File: src/rtl/digit_serial_addsub_if.sv
`default_nettype none
// ============================================================================
// digit_serial_addsub_if : operand/result bundle for digit_serial_addsub
// Rev 1.0
// ============================================================================
interface digit_serial_addsub_if #(
  parameter int WIDTH = 16
);
  logic             start;
  logic             sub;
  logic [WIDTH-1:0] a;
  logic [WIDTH-1:0] b;
  logic             ci;
  logic             busy;
  logic             done;
  logic [WIDTH-1:0] s;
  logic             co;
  logic             ovf;

  modport master (
    output start, sub, a, b, ci,
    input  busy, done, s, co, ovf
  );

  modport slave (
    input  start, sub, a, b, ci,
    output busy, done, s, co, ovf
  );
endinterface
`default_nettype wire

File: src/rtl/digit_serial_addsub.sv
`default_nettype none
// ============================================================================
// digit_serial_addsub : multi-cycle add/sub, DIGIT bits per clock
// Rev 1.0
// ============================================================================
module digit_serial_addsub #(
  parameter int WIDTH = 16,
  parameter int DIGIT = 4
) (
  input  logic                 clk,
  input  logic                 rst_n,
  digit_serial_addsub_if.slave bus
);
  localparam int N  = WIDTH / DIGIT;
  localparam int CW = (N > 1) ? $clog2(N) : 1;

  localparam logic [1:0] IDLE = 2'd0;
  localparam logic [1:0] RUN  = 2'd1;
  localparam logic [1:0] DONE = 2'd2;

  if ((DIGIT < 1) || (WIDTH % DIGIT != 0)) begin : g_bad_digit
    $error("digit_serial_addsub: WIDTH must be a multiple of DIGIT");
  end

  logic [1:0]       state_q, state_d;
  logic [WIDTH-1:0] a_q, a_d;
  logic [WIDTH-1:0] b_q, b_d;
  logic             carry_q, carry_d;
  logic [CW-1:0]    cnt_q, cnt_d;
  logic [WIDTH-1:0] s_q, s_d;
  logic             co_q, co_d;
  logic             ovf_q, ovf_d;

  logic [DIGIT:0]   c;
  logic [DIGIT-1:0] dsum;
  logic [WIDTH-1:0] res_now;

  // Ripple slice over the low digit of the shifting operands.
  assign c[0] = carry_q;
  for (genvar i = 0; i < DIGIT; i++) begin : g_fa
    assign dsum[i] = a_q[i] ^ b_q[i] ^ c[i];
    assign c[i+1]  = (a_q[i] & b_q[i]) | (c[i] & (a_q[i] ^ b_q[i]));
  end

  // Partial result fills from the MSB side; on the last digit the slice sum
  // completes it, so only WIDTH-DIGIT bits ever need storing.
  if (DIGIT < WIDTH) begin : g_multi
    logic [WIDTH-DIGIT-1:0] res_q, res_d;
    assign res_now = {dsum, res_q};
    always_comb begin
      res_d = res_q;
      if (state_q == RUN) res_d = res_now[WIDTH-1:DIGIT];
    end
    always_ff @(posedge clk) begin
      if (!rst_n) res_q <= '0;
      else        res_q <= res_d;
    end
  end else begin : g_single
    assign res_now = dsum;
  end

  always_comb begin
    state_d = state_q;
    a_d     = a_q;
    b_d     = b_q;
    carry_d = carry_q;
    cnt_d   = cnt_q;
    s_d     = s_q;
    co_d    = co_q;
    ovf_d   = ovf_q;
    case (state_q)
      IDLE: begin
        if (bus.start) begin
          state_d = RUN;
          a_d     = bus.a;
          b_d     = bus.b ^ {WIDTH{bus.sub}};
          carry_d = bus.ci ^ bus.sub;
          cnt_d   = '0;
        end
      end
      RUN: begin
        a_d     = a_q >> DIGIT;
        b_d     = b_q >> DIGIT;
        carry_d = c[DIGIT];
        cnt_d   = cnt_q + 1'b1;
        if (cnt_q == CW'(N - 1)) begin
          state_d = DONE;
          s_d     = res_now;
          co_d    = c[DIGIT];
          ovf_d   = c[DIGIT] ^ c[DIGIT-1];
        end
      end
      DONE:    state_d = IDLE;
      default: state_d = IDLE;
    endcase
  end

  always_ff @(posedge clk) begin
    if (!rst_n) begin
      state_q <= IDLE;
      a_q     <= '0;
      b_q     <= '0;
      carry_q <= 1'b0;
      cnt_q   <= '0;
      s_q     <= '0;
      co_q    <= 1'b0;
      ovf_q   <= 1'b0;
    end else begin
      state_q <= state_d;
      a_q     <= a_d;
      b_q     <= b_d;
      carry_q <= carry_d;
      cnt_q   <= cnt_d;
      s_q     <= s_d;
      co_q    <= co_d;
      ovf_q   <= ovf_d;
    end
  end

  assign bus.busy = (state_q != IDLE);
  assign bus.done = (state_q == DONE);
  assign bus.s    = s_q;
  assign bus.co   = co_q;
  assign bus.ovf  = ovf_q;
endmodule
`default_nettype wire

File: src/flat_wrapper.sv
// flat-port wrapper written by rule: the top's interface ports become plain ports
module digit_serial_addsub_flat 
#(
  parameter int WIDTH = 16,
  parameter int DIGIT = 4
)
  (clk, rst_n, bus_start, bus_sub, bus_a, bus_b, bus_ci, bus_busy, bus_done, bus_s, bus_co, bus_ovf);
  digit_serial_addsub_if #(.WIDTH(WIDTH)) bus_i ();
  input  logic clk;
  input  logic rst_n;
  input wire logic [$bits(bus_i.start)-1:0] bus_start;
  input wire logic [$bits(bus_i.sub)-1:0] bus_sub;
  input wire logic [$bits(bus_i.a)-1:0] bus_a;
  input wire logic [$bits(bus_i.b)-1:0] bus_b;
  input wire logic [$bits(bus_i.ci)-1:0] bus_ci;
  output wire logic [$bits(bus_i.busy)-1:0] bus_busy;
  output wire logic [$bits(bus_i.done)-1:0] bus_done;
  output wire logic [$bits(bus_i.s)-1:0] bus_s;
  output wire logic [$bits(bus_i.co)-1:0] bus_co;
  output wire logic [$bits(bus_i.ovf)-1:0] bus_ovf;
  assign bus_i.start = bus_start;
  assign bus_i.sub = bus_sub;
  assign bus_i.a = bus_a;
  assign bus_i.b = bus_b;
  assign bus_i.ci = bus_ci;
  assign bus_busy = bus_i.busy;
  assign bus_done = bus_i.done;
  assign bus_s = bus_i.s;
  assign bus_co = bus_i.co;
  assign bus_ovf = bus_i.ovf;
  digit_serial_addsub #(.WIDTH(WIDTH), .DIGIT(DIGIT)) u_core (.clk(clk), .rst_n(rst_n), .bus(bus_i));
endmodule
File: config.mk
export PLATFORM = sky130hd
export DESIGN_NAME = digit_serial_addsub_flat
export DESIGN_NICKNAME = d
export VERILOG_FILES = /design/src/rtl/digit_serial_addsub_if.sv /design/src/rtl/digit_serial_addsub.sv /design/src/flat_wrapper.sv
export SDC_FILE = /design/constraint.sdc
export NUM_CORES = 1
export LEC_CHECK = 0
export ABC_AREA = 0
export BUFFER_PORTS_ARGS = -buffer_cell sky130_fd_sc_hd__buf_2
export CAP_MARGIN = 20
export CORE_MARGIN = 2
export CORE_UTILIZATION = 58
export CTS_CLUSTER_DIAMETER = 50
export CTS_CLUSTER_SIZE = 24
export DETAILED_ROUTE_END_ITERATION = 10
export MAX_ROUTING_LAYER = met4
export PLACE_DENSITY = 0.83
export SKIP_CTS_REPAIR_TIMING = 1
export SLEW_MARGIN = 20
export SYNTH_ARGS = -nofsm -noshare
export SYNTH_HDL_FRONTEND = slang
export SYNTH_SLANG_ARGS = --single-unit
File: constraint.sdc
create_clock -name clk -period 4.1 [get_ports clk]
set_input_delay 1.025 -clock clk [delete_from_list [all_inputs] [get_ports clk]]
set_output_delay 1.025 -clock clk [all_outputs]
set_load 0.05 [all_outputs]
==> impl_metrics.py, run 1 <==
metrics = {
    "status": {
        "outcome": "finished clean",
    },
    "sta": {
        "relSlewSlack_pct": 50.6,
        "max_freq_ghz": 0.349,
        "timing.final.crit_share_pct": 69.9,
        "worst_pin_slew_ps": 742,
        "hold_violations": 0,
        "setup-tns-final_ps": 0,
        "slew_violations": 0,
        "rsz0062_at_grt": "no",
        "clock_skew_ps": 8.29,
        "setup_ws_ps": 1230,
        "setup_viol": 0,
        "period_needed_ps": 2870,
    },
    "synth": {
        "synth_top_area_share_pct": 46.7,
        "synthFlopType": "dfxtp_1",
        "syn_nets": 354,
        "ys_top_cells_by_area": "dfxtp_1 (47%), nand2_1 (7.5%), a21boi_0 (6.5%), a221o_1 (4.5%), xnor2_1 (4.3%)",
        "avgSynthCellArea_um2": 9.20,
        "seq_area_frac_synth_pct": 46.7,
        "synth_common_cells": "dfxtp_1 (67), nand2_1 (57), a21boi_0 (25), nor2_1 (20), xnor2_1 (14)",
        "yosysWarnings": 0,
        "synth-edff-count": 0,
        "async_reset_ff_share_pct": 0,
        "netlist_area_um2": 2870,
        "ys_ff_latch": 67,
        "synthCells": 312,
        "synth.distinct_cells": 31,
        "synthMostInstantiatedCell": "dfxtp_1",
        "synth_top_area_cell": "dfxtp_1",
    },
    "setup_path": {
        "cp.required_ps": 3070,
        "cp-start-kind": "flip-flop",
        "rrSetupSlack_ps": 1830,
        "slowest_stage": "dfxtp_1",
        "crit_type": "reg2out",
        "cp_max_fo": 18,
        "max_stage_delay_ps": 720,
        "critPathCaptureType": "primary output",
        "cp.arrival_ps": 1840,
        "crit_chain": "inv_1 -> nand2_1 -> buf_2",
    },
    "placed_design": {
        "place_inst": 414,
        "gp_congestion": 0.803,
        "dp_hpwl_um": 3940,
        "placed_cell_area_um2": 3130,
        "place_ws_ps": 1620,
        "portBuffers": 56,
    },
    "clock_tree": {
        "cts_buffers": 9,
        "clock_latency_ps": 340,
        "cts_tree": "yes",
        "cts_sinks": 67,
        "clk_pin_slew_ps": 70,
        "root_buffer": "clkbuf_8",
        "cts.htree.levels": 3,
        "clockBufferDepth": 2,
    },
    "die": {
        "die_h_um": 74.4,
        "rows": 25,
        "io_pins": 57,
        "die_w_um": 74.4,
        "dieArea_um2": 5530,
        "initial_core_util_pct": 60.4,
        "core_area_um2": 4750,
    },
    "min_path": {
        "hold_path_class": "reg2reg",
    },
    "routing": {
        "drtPass1Iterations": 5,
        "drc": 0,
        "routedWlPerCell_um": 13.1,
        "via_per_inst": 5.31,
        "postRouteAntennaNets": 0,
        "drtIter0Drc": 127,
        "wl_um": 5650,
        "vias": 2285,
    },
    "finish": {
        "multi_input_area_um2": 1370,
        "n_antenna_cell": 0,
        "final_cell_area_um2": 3300,
        "area_growth_pct": 15.0,
        "drive_above_1_share_pct": 20.7,
        "layout.cells.non_filler": 430,
        "finalNetCount": 400,
        "seqCellArea_um2": 1340,
        "n_fill_cell": 401,
    },
    "global_route": {
        "grt_pass1_wl_um": 9290,
        "grt_use_total_pct": 22.8,
        "grt_max_degree": 33,
        "antenna_found_initial": 0,
        "grt_pass1_vias": 2108,
        "grt_overflow": 0,
    },
    "power": {
        "total_power_mw": 1.33,
        "peakVddDrop_v": 0.000211,
        "leakagePower_nw": 1.38,
        "p_per_area_nw_per_um2": 404,
    },
    "flow_run": {
        "max_cap_viol_count": 0,
    },
}
-- metal layers --
| metal | vias up | GRT usage [%] | wire, µm |
|---|---|---|---|
| li1 | 1159 | - | - |
| met3 | 11 | 5.15 | 249 |
| met5 | - | - | 0 |
| met4 | 0 | 11.7 | 123 |
| met2 | 61 | 36.1 | 2690 |
| met1 | 1054 | 27.3 | 2590 |
-- sequential cells by signal (all words and copies together), names as in the netlist --
signal,count
u_core.cnt_q,2
u_core.b_q,16
u_core.g_multi.res_q,12
u_core.a_q,16
u_core.bus.ovf,1
u_core.carry_q,1
u_core.bus.co,1
u_core.bus.s,16
u_core.state_q,2
-- path summary, 6_finish.rpt --
| kind | cells past startpoint | endpoint | startpoint |
|---|---|---|---|
| worst min register to register | 2 | u_core.bus.s[6] | u_core.bus.s[6] |
| worst min-delay path | 2 | u_core.bus.s[6] | u_core.bus.s[6] |
| worst max register to register | 10 | u_core.bus.ovf | u_core.carry_q |
| worst max-delay path | 3 | bus_busy | u_core.state_q[0] |
-- logic make-up (layout without fill, tap and decap cells) --
| group | Yosys count | in the layout | share of synthesized area, % |
|---|---|---|---|
| buf+inv | 33 | 84 | 5.49 |
| simple gates | 98 | 98 | 15.3 |
| xor+xnor | 18 | 18 | 5.49 |
| compound gates | 90 | 90 | 23.5 |
| flops | 67 | 67 | 46.7 |
| fa+ha+maj | 5 | 5 | 3.22 |
| mux | 1 | 1 | 0.349 |
-- power breakdown --
part / switching (mW) / internal, mW
sequential: 0.0234 / 0.683
combinational: 0.0761 / 0.0674
clock: 0.233 / 0.251
total: 0.332 / 1.00
-- per-stage QoR --
step | hold WS (ps) | utilization, %
6_report | 460 | 69.5
3_3_place_gp | 450 | 65.8
4_1_cts | 465 | 69.5
3_5_place_dp | 455 | 65.8
2_1_floorplan | 441 | -
5_1_grt | 489 | 69.5
-- cell type report --
| type | instances | area share (%) |
|---|---|---|
| clock inverter | 2 | 0.303 |
| inverter | 10 | 1.14 |
| sequential | 67 | 40.6 |
| multi-input combinational | 212 | 41.6 |
| timing repair buffer | 58 | 8.94 |
| tap | 67 | 2.54 |
| clock buffer | 14 | 4.92 |
-- cells in the final DEF, fill, tap and decap left out, drive strengths merged, types with 10 or more instances in the layout --
master   n
a21boi  25
inv     10
clkbuf  14
o21ai   12
buf     58
xnor2   14
nor2b   10
nor2    20
a221o   13
a21oi   12
dfxtp   67
nand2   57
-- critical path: cells and delay by family (launching register included) --
| kind | cells | cell delay [ps] |
|---|---|---|
| buffers and inverters | 2 | 630 |
| DFF | 1 | 720 |
| and+or+nand+nor | 1 | 150 |
No activity file was read; power rests on OpenSTA's default activity.
==> run 2, diff against run 1 <==
--- a/config.mk
+++ b/config.mk
@@ -9,12 +9,12 @@
 export BUFFER_PORTS_ARGS = -buffer_cell sky130_fd_sc_hd__buf_2
 export CAP_MARGIN = 20
 export CORE_MARGIN = 2
-export CORE_UTILIZATION = 58
+export CORE_UTILIZATION = 54
 export CTS_CLUSTER_DIAMETER = 50
 export CTS_CLUSTER_SIZE = 24
 export DETAILED_ROUTE_END_ITERATION = 10
 export MAX_ROUTING_LAYER = met4
-export PLACE_DENSITY = 0.83
+export PLACE_DENSITY = 0.78
 export SKIP_CTS_REPAIR_TIMING = 1
 export SLEW_MARGIN = 20
 export SYNTH_ARGS = -nofsm -noshare
==> constraint.sdc (replaced) <==
create_clock -name clk -period 2.8 [get_ports clk]
set_input_delay 0.7 -clock clk [delete_from_list [all_inputs] [get_ports clk]]
set_output_delay 0.7 -clock clk [all_outputs]
set_load 0.05 [all_outputs]
==> impl_metrics.py, run 2 (synthesis results as in run 1) <==
metrics = {
    "sta": {
        "slew_violations": 0,
        "setup-tns-final_ps": 0,
        "setup_ws_ps": 473,
        "max_freq_ghz": 0.430,
        "period_needed_ps": 2330,
        "worst_pin_slew_ps": 778,
        "clock_skew_ps": 14.5,
        "rsz0062_at_grt": "no",
        "hold_slack_ps": 458,
        "hold_violations": 0,
        "timing.final.crit_share_pct": 83.1,
        "setup_viol": 0,
        "relSlewSlack_pct": 48.1,
    },
    "clock_tree": {
        "cts_sinks": 67,
        "clockBufferDepth": 2,
        "root_buffer": "clkbuf_8",
        "cts_buffers": 9,
        "cts_tree": "yes",
        "clock_latency_ps": 340,
        "cts.htree.levels": 3,
        "clk_pin_slew_ps": 70,
    },
    "setup_path": {
        "cp_max_fo": 14,
        "rr_startpoint": "u_core.carry_q",
        "crit_type": "reg2out",
        "cp_num_buf_inv": 2,
        "slowest_stage": "dfxtp_1",
        "crit_chain": "inv_1 -> nor2_1 -> buf_2",
        "path_delay_family": "buffers and inverters",
        "cp-start-kind": "flip-flop",
        "rr_worst_depth": 10,
        "cp.required_ps": 2100,
        "rrSetupSlack_ps": 570,
        "max_stage_delay_ps": 550,
        "cp-startpoint": "u_core.state_q[1]",
        "cp.arrival_ps": 1630,
        "critPathCaptureType": "primary output",
        "r2r-end": "u_core.bus.ovf",
    },
    "min_path": {
        "min_from": "u_core.bus.s[7]",
        "hold_path_end": "u_core.bus.s[7]",
        "hold_path_depth": 2,
        "hold_path_class": "reg2reg",
    },
    "placed_design": {
        "place_ws_ps": 600,
        "gp_congestion": 0.770,
        "dp_hpwl_um": 3850,
        "portBuffers": 56,
    },
    "finish": {
        "final_cell_mix": "dfxtp_1 (67), nand2_1 (57), buf_2 (56)",
        "finish.utilization_pct": 65.0,
        "finalNetCount": 402,
        "n_antenna_cell": 0,
        "n_fill_cell": 464,
        "layout_commonest_cell": "dfxtp_1",
        "drive_above_1_share_pct": 21.9,
        "area_growth_pct": 15.6,
    },
    "global_route": {
        "grt_max_degree": 33,
        "grt_use_total_pct": 20.9,
        "grt_pass1_vias": 2104,
        "grt_pass1_wl_um": 9460,
        "antenna_found_initial": 0,
        "grt_overflow": 0,
    },
    "routing": {
        "drtPass1Iterations": 4,
        "via_per_inst": 5.39,
        "routedWlPerCell_um": 13.2,
        "drtIter0Drc": 146,
        "drc": 0,
        "vias": 2343,
        "postRouteAntennaNets": 0,
        "wl_um": 5740,
    },
    "die": {
        "dieArea_um2": 5920,
        "rows": 26,
        "io_pins": 57,
        "die_h_um": 76.9,
        "die_w_um": 76.9,
        "initial_core_util_pct": 56.2,
        "core_area_um2": 5110,
    },
    "flow_run": {
        "max_cap_viol_count": 0,
    },
    "power": {
        "total_power_mw": 1.94,
        "p_per_area_nw_per_um2": 584,
        "leakagePower_nw": 1.39,
        "peakVddDrop_v": 0.000334,
    },
    "status": {
        "outcome": "finished clean",
    },
}
run 2: how the worst max path moves through the flow:
stage,slack [ps],cells past startpoint,end
finish,470,3,bus_done
global placement,640,9,u_core.bus.s[15]
detailed placement,600,10,u_core.bus.ovf
floorplan,700,3,bus_done
CTS,490,3,bus_done
global route,320,3,bus_done
run 2: metal layers:
layer	global-route usage [%]	share of wire, %	up-vias	wire (µm)
met1	25.8	47	1101	2680
met3	5.29	5.2	11	301
met4	9.82	1.9	0	107
met2	32.1	46	66	2650
li1	-	-	1165	-
met5	-	0	-	0
run 2: worst register-to-register path, delay by kind of cell, from the launching register on:
kind                       cells  cell delay, ps
xor gates and xnor gates       1             180
adders and majority gates      4            1150
and+or+nand+nor                1              70
DFF                            1             370
buffers and inverters          3             180
AOI/OAI and AO/OA              1             200
run 2: metrics by stage:
stage               std cells  cell area [µm²]
floorplan                 312             2870
global placement          419             3150
detailed placement        419             3150
CTS                       435             3320
global route              435             3320
finish                    435             3320
run 2: where the power goes:
group          internal, mW  switching (mW)
Sequential            0.999          0.0297
Clock                 0.317           0.375
Combinational         0.101           0.115
run 2: layout make-up:
cell class | instances | area [µm²] | share of cell area (%)
Tap cell | 70 | 87.6 | 2.64
Inverter | 10 | 37.5 | 1.13
Sequential cell | 67 | 1340 | 40.4
Clock inverter | 7 | 45.0 | 1.36
Timing Repair Buffer | 60 | 310 | 9.35
Clock buffer | 9 | 124 | 3.73
Multi-Input combinational cell | 212 | 1370 | 41.4
==> run 3, diff against run 2 <==
==> constraint.sdc (replaced) <==
create_clock -name clk -period 2.35 [get_ports clk]
set_input_delay 0.5875 -clock clk [delete_from_list [all_inputs] [get_ports clk]]
set_output_delay 0.5875 -clock clk [all_outputs]
set_load 0.05 [all_outputs]
==> impl_metrics.py, run 3 (synthesis results as in run 1) <==
metrics = {
    "min_path": {
        "min_from": "u_core.bus.s[6]",
        "hold_path_class": "reg2reg",
        "hold_path_depth": 2,
    },
    "finish": {
        "drive_above_1_share_pct": 22.2,
        "area_growth_pct": 17.6,
        "final_cell_mix": "dfxtp_1 (67), nand2_1 (57), buf_2 (56)",
        "layout.cells.non_filler": 435,
        "layout_commonest_cell": "dfxtp_1",
        "n_antenna_cell": 0,
        "finalNetCount": 402,
        "n_fill_cell": 447,
    },
    "sta": {
        "setup_ws_ps": 138,
        "timing.final.crit_share_pct": 94.1,
        "clock_skew_ps": 4.35,
        "slew_violations": 0,
        "rsz0062_at_grt": "no",
        "relSlewSlack_pct": 48.2,
        "max_freq_ghz": 0.452,
        "setup-tns-final_ps": 0,
        "hold_violations": 0,
        "worst_pin_slew_ps": 777,
        "setup_viol": 0,
        "period_needed_ps": 2210,
    },
    "setup_path": {
        "rr_startpoint": "u_core.carry_q",
        "crit_type": "reg2reg",
        "cp-start-kind": "flip-flop",
        "crit_chain": "fa_1 -> inv_1 -> fa_1 -> inv_1 -> fa_1 -> inv_1 -> fa_2 -> nand2_1 -> o211a_1",
        "slowest_stage": "fa_2",
        "max_stage_delay_ps": 430,
        "critPathCaptureType": "flip-flop",
        "cp.required_ps": 2630,
        "cp.arrival_ps": 2490,
        "cp-startpoint": "u_core.carry_q",
        "rr_worst_depth": 9,
        "cp_max_fo": 2,
    },
    "clock_tree": {
        "cts_tree": "yes",
        "root_buffer": "clkbuf_8",
        "clk_pin_slew_ps": 70,
        "cts_buffers": 9,
        "cts.htree.levels": 3,
        "clockBufferDepth": 2,
        "clock_latency_ps": 330,
        "cts_sinks": 67,
    },
    "power": {
        "leakagePower_nw": 1.42,
        "total_power_mw": 2.54,
        "p_per_area_nw_per_um2": 753,
        "peakVddDrop_v": 0.000504,
    },
    "placed_design": {
        "place_inst": 419,
        "dp_hpwl_um": 3920,
        "portBuffers": 56,
        "gp_congestion": 0.765,
        "place_ws_ps": 173,
    },
    "die": {
        "core_area_um2": 5110,
        "initial_core_util_pct": 56.2,
        "io_pins": 57,
        "die_w_um": 76.9,
        "die_h_um": 76.9,
        "rows": 26,
        "dieArea_um2": 5920,
    },
    "flow_run": {
        "max_cap_viol_count": 0,
    },
    "global_route": {
        "antenna_found_initial": 0,
        "grt_max_degree": 36,
        "grt_pass1_vias": 2245,
        "grt_use_total_pct": 21.1,
        "grt_overflow": 0,
        "grt_pass1_wl_um": 9750,
    },
    "status": {
        "outcome": "finished clean",
    },
    "routing": {
        "drtIter0Drc": 103,
        "postRouteAntennaNets": 0,
        "drc": 0,
        "vias": 2296,
        "drtPass1Iterations": 5,
        "routedWlPerCell_um": 13.1,
        "wl_um": 5720,
        "via_per_inst": 5.28,
    },
}
run 3: area by class of cell:
class | count | area (µm²) | area share (%)
Sequential cell | 67 | 1340 | 39.7
Inverter | 10 | 37.5 | 1.11
Clock inverter | 5 | 75.1 | 2.22
Timing Repair Buffer | 60 | 310 | 9.19
Tap cell | 70 | 87.6 | 2.59
Multi-Input combinational cell | 212 | 1380 | 40.7
Clock buffer | 11 | 151 | 4.48
run 3: final timing paths:
path,endpoint,slack [ps]
min reg2reg,u_core.bus.s[6],460
min,u_core.bus.s[6],460
max reg2reg,u_core.bus.s[15],140
max,u_core.bus.s[15],140
run 3: critical path, delay by kind of cell (launching register included):
kind / cells / cell delay [ps]
AO/OA/AOI/OAI: 1 / 140
adder cells (fa/ha/maj): 4 / 1400
buffers and inverters: 3 / 210
flip-flops: 1 / 330
AND/OR/NAND/NOR: 1 / 70
run 3: where the power goes:
part / switching, mW / leakage, nW / internal, mW / total, mW
logic: 0.137 / 0.758 / 0.120 / 0.257
registers: 0.0375 / 0.547 / 1.19 / 1.23
clock network: 0.407 / 0.119 / 0.650 / 1.06
total: 0.582 / 1.42 / 1.96 / 2.54
run 3: per-layer routing:
metal | routed length [µm] | GRT usage, %
met4 | 78 | 6.55
met2 | 2680 | 35.5
met1 | 2670 | 24.3
met3 | 290 | 6.35
met5 | 0 | -
run 3: metrics by stage:
| stage | utilization (%) | cell area [µm²] | hold slack (ps) |
|---|---|---|---|
| 5_1_grt | 66.1 | 3380 | 492 |
| 3_5_place_dp | 61.7 | 3150 | 456 |
| 2_1_floorplan | - | 2870 | 441 |
| 6_report | 66.1 | 3380 | 461 |
| 4_1_cts | 66.1 | 3380 | 465 |
| 3_3_place_gp | 61.7 | 3150 | 449 |
